--- src/rtl/branch_sequencer.sv ---
// Control sequencer for a conditional branch (T3..T6).
// It evaluates the branch condition, steps the PC datapath and counts the branches that are taken.
module branch_sequencer #(
    parameter int CNT_W = 16
) (
    input  logic             clock,
    input  logic             clear,
    input  logic             start,
    input  logic             stall,
    input  logic [1:0]       ir_c2,
    input  logic [31:0]      bus_contents,
    output logic             gra,
    output logic             r_out,
    output logic             con_in,
    output logic             pc_out,
    output logic             y_in,
    output logic             c_out,
    output logic             alu_add,
    output logic             z_in,
    output logic             zlow_out,
    output logic             pc_in,
    output logic             con_q,
    output logic             busy,
    output logic             done,
    output logic [CNT_W-1:0] taken_count
);

    typedef enum logic [2:0] {
        S_IDLE = 3'd0,
        S_T3   = 3'd1,
        S_T4   = 3'd2,
        S_T5   = 3'd3,
        S_T6   = 3'd4
    } state_t;

    localparam logic [CNT_W-1:0] CNT_MAX = {CNT_W{1'b1}};
    localparam logic [CNT_W-1:0] CNT_ONE = {{(CNT_W-1){1'b0}}, 1'b1};

    state_t state;

    function automatic logic eval_cond(input logic [1:0] c2, input logic [31:0] value);
        logic result;
        case (c2)
            2'b00:   result = (value == 32'd0);
            2'b01:   result = (value != 32'd0);
            2'b10:   result = ~value[31];
            2'b11:   result = value[31];
            default: result = 1'b0;
        endcase
        return result;
    endfunction

    // Sequencer state, condition flag and saturating taken-branch counter
    always_ff @(posedge clock or posedge clear) begin
        if (clear) begin
            state       <= S_IDLE;
            con_q       <= 1'b0;
            taken_count <= {CNT_W{1'b0}};
        end else begin
            case (state)
                S_IDLE: begin
                    if (start) begin
                        state <= S_T3;
                    end
                end
                S_T3: begin
                    if (!stall) begin
                        state <= S_T4;
                        con_q <= eval_cond(ir_c2, bus_contents);
                    end
                end
                S_T4: begin
                    if (!stall) begin
                        state <= S_T5;
                    end
                end
                S_T5: begin
                    if (!stall) begin
                        state <= S_T6;
                    end
                end
                S_T6: begin
                    if (!stall) begin
                        state <= S_IDLE;
                        if (con_q && (taken_count != CNT_MAX)) begin
                            taken_count <= taken_count + CNT_ONE;
                        end
                    end
                end
                default: begin
                    state <= S_IDLE;
                end
            endcase
        end
    end

    // Strobes decode the registered state; a stall suppresses them within the same cycle
    always_comb begin
        gra      = 1'b0;
        r_out    = 1'b0;
        con_in   = 1'b0;
        pc_out   = 1'b0;
        y_in     = 1'b0;
        c_out    = 1'b0;
        alu_add  = 1'b0;
        z_in     = 1'b0;
        zlow_out = 1'b0;
        pc_in    = 1'b0;
        done     = 1'b0;
        busy     = (state != S_IDLE);
        if (!stall) begin
            case (state)
                S_T3: begin
                    gra    = 1'b1;
                    r_out  = 1'b1;
                    con_in = 1'b1;
                end
                S_T4: begin
                    pc_out = 1'b1;
                    y_in   = 1'b1;
                end
                S_T5: begin
                    c_out   = 1'b1;
                    alu_add = 1'b1;
                    z_in    = 1'b1;
                end
                S_T6: begin
                    done     = 1'b1;
                    zlow_out = con_q;
                    pc_in    = con_q;
                end
                default: begin
                    done = 1'b0;
                end
            endcase
        end else begin
            done = 1'b0;
        end
    end

endmodule

--- config.mk ---
export PLATFORM = sky130hd
export DESIGN_NAME = branch_sequencer
export DESIGN_NICKNAME = d
export VERILOG_FILES = /design/src/rtl/branch_sequencer.sv
export SDC_FILE = /design/constraint.sdc
export NUM_CORES = 1
export LEC_CHECK = 0
export ABC_AREA = 1
export CAP_MARGIN = 10
export CORE_AREA = 5 5 61 90
export CTS_CLUSTER_SIZE = 28
export DETAILED_ROUTE_END_ITERATION = 10
export DIE_AREA = 0 0 66 95
export PLACE_DENSITY = 0.59
export SLEW_MARGIN = 20
export SYNTH_ARGS = -nofsm -noshare
export SYNTH_HDL_FRONTEND = slang
export SYNTH_SLANG_ARGS = --single-unit
--- constraint.sdc ---
create_clock -name clock -period 4.12 [get_ports clock]
set_clock_uncertainty 0.2 [all_clocks]
set_input_delay 0.824 -clock clock [delete_from_list [all_inputs] [get_ports clock]]
set_output_delay 0.824 -clock clock [all_outputs]
set_load 0.005 [all_outputs]
==> metrics.yaml <==
run_status:
  status: "complete, no violations"
sta:
  finalSetupViolCount: 0
  worst_pin_slew_ps: 754.5
  rsz0062_at_grt: "false"
  max_freq_ghz: 0.2994
  post-route-period-util_pct: 81.06
  slew_viol_final: 0
  fin_ws_ps: 780.2
  fin_setup_tns_ps: 0
  relSlewSlack_pct: 49.64
  fin_hold_ws_ps: 318.1
  period_needed_ps: 3340
  finalHoldViolations: 0
synthesis:
  yosysTopAreaCellShare_pct: 37.56
  ys_types: 26
  synth_seq_area_share_pct: 37.56
  syn_inst: 184
  syn_area_sq_um: 1333
  synth_nets: 223
  ys_warn_count: 0
  yosys.area.top_type: "dfrtp_1"
  synth.avg_cell_area_sq_um: 7.242
  yosys-top-cells-area: "dfrtp_1 (38%), nand2_1 (13%), nor2_1 (11%), xor2_1 (6.6%), inv_1 (4.5%)"
  ys_ff_latch: 20
worst_setup_path:
  path_depth: 3
  crit_chain: "clkdlybuf4s50_1, nor4_1, clkdlybuf4s50_1"
  crit_buf_inv: 2
  cp-start-kind: "input port"
  r2r-end: "taken_count[12]"
  max_stage_delay_ps: 590
  reg2reg_depth: 7
  arrival_ps: 2320
  cp_top_family: "buffers and inverters"
  critPathKind: "input port to primary output"
  cp_max_fo: 7
  ff2ff_setup_slack_ps: 2000
  crit_path_frequent_cell: "clkdlybuf4s50_1"
  crit_start: "stall"
  required_ps: 3100
  endpoint: "y_in"
  cp-end-kind: "primary output"
  slowest_stage: "clkdlybuf4s50_1"
  reg2reg_from: "taken_count[0]"
clock_tree:
  tritoncts: "done"
  cts_resized: 0
  htreeDepth: 1
  clock-root-buffer: "clkbuf_8"
  cts_buffer_depth: 2
  cts_made_buffers: 3
  postCtsSetupBuffers: 0
  ctsHoldBuffers: 0
  insertion_delay_ps: 260
  cts.sinks: 20
  clkTransAtPathRegs_ps: 80
die:
  dieArea_sq_um: 6270
  die_x_um: 66
  die_y_um: 95
  core_sq_um: 4693
  fp-row-count: 31
  io_pins: 67
  initial_core_util_pct: 28.39
drt:
  wl_per_cell_um: 10.90
  wirelength_um: 3390
  drt_iter0_markers: 55
  ant_nets: 0
  drcViolationCount: 0
  vias_per_cell: 4.286
  firstDrtPassIters: 4
  via_count: 1333
placed_design:
  dp_slack_ps: 729.1
  globalplace.congestion: 0.8304
  port_buffers: 66
  dp_hpwl_um: 2861
layout:
  syn2layout_area_growth_pct: 55.68
  layout_common_cells: "clkdlybuf4s50_1 (66), nand2_1 (46), nor2_1 (40)"
  mostFrequentLayoutCell: "clkdlybuf4s50_1"
  diodes: 0
  nets: 285
  drive_gt1_share_pct: 5.714
grt:
  grt-ovfl-total: 0
  grt.total_usage_pct: 11.38
  antenna_found_initial: 0
  grt_max_degree: 21
  grt_pass1_vias: 1352
  grt_pass1_wl_um: 5464
power:
  power.total_uw: 695.9
  ir_drop_mv: 0.1874
  power.leakage_uw: 0.0009033
  pwr_density_cell_nw_per_um2: 335.5
worst_hold_path:
  hold_class: "flop to flop"
job:
  max_cap_violations: 0
==> where the power goes <==
group	switching (uW)	internal, uW	leakage (uW)
Sequential	33.2	226	0.000265
Clock	68.0	130	0.0000357
Combinational	100	139	0.000603
==> metrics by stage <==
step / instance area (sq um) / std cells / util (%)
6_report: 2074 / 311 / 44.20
3_3_place_gp: 2003 / 307 / 42.68
4_1_cts: 2074 / 311 / 44.20
3_5_place_dp: 2003 / 307 / 42.68
5_1_grt: 2074 / 311 / 44.20
2_1_floorplan: 1333 / 184 / -
==> cell type report <==
class / count / area, sq um
Clock buffer: 3 / 41.29
Clock inverter: 1 / 30.03
Fill cell: 482 / 2619
Inverter: 17 / 63.81
Multi-Input combinational cell: 138 / 695.7
Sequential cell: 20 / 500.5
Tap cell: 66 / 82.58
Timing Repair Buffer: 66 / 660.6
==> worst min-delay path by stage <==
stage,startpoint,to,slack [ps],cells after the start
floorplan,con_q,con_q,290,2
detailed placement,taken_count[5],taken_count[5],310,1
global route,taken_count[5],taken_count[5],340,1
global placement,con_q,con_q,300,2
CTS,taken_count[5],taken_count[5],320,1
finish,taken_count[5],taken_count[5],320,1
==> cells by family after synthesis <==
family / Yosys count / synth area share (%)
simple gates: 110 / 36.34
buf+inv: 26 / 10.23
flops: 20 / 37.56
xor+xnor: 14 / 9.201
compound gates: 12 / 4.976
mux: 1 / 0.7512
fa+ha+maj: 1 / 0.9388
==> state kept, by name (all words and copies together), names as in the netlist <==
name         flops
con_q            1
state            3
taken_count     16
==> synth_stat cells (all sizes together) <==
cell type  instances
nor2              44
buf                8
ha                 1
a21oi              1
clkbuf             1
xnor2              4
nand3             12
xor2              10
dfrtp             20
nor4               1
inv               17
nand2             47
mux2i              1
nand4              2
o21ai             10
o21a               1
nor3               4
==> per-layer routing <==
| layer | part of all wire (%) | GRT usage (%) | vias to the layer above |
|---|---|---|---|
| li1 | - | - | 687 |
| met1 | 37 | 10.31 | 575 |
| met2 | 52 | 23.01 | 65 |
| met3 | 9.0 | 2.024 | 6 |
| met4 | 2.0 | 5.763 | 0 |
| met5 | 0 | 0 | - |
Note: power is estimated with default switching activity, not from simulation.
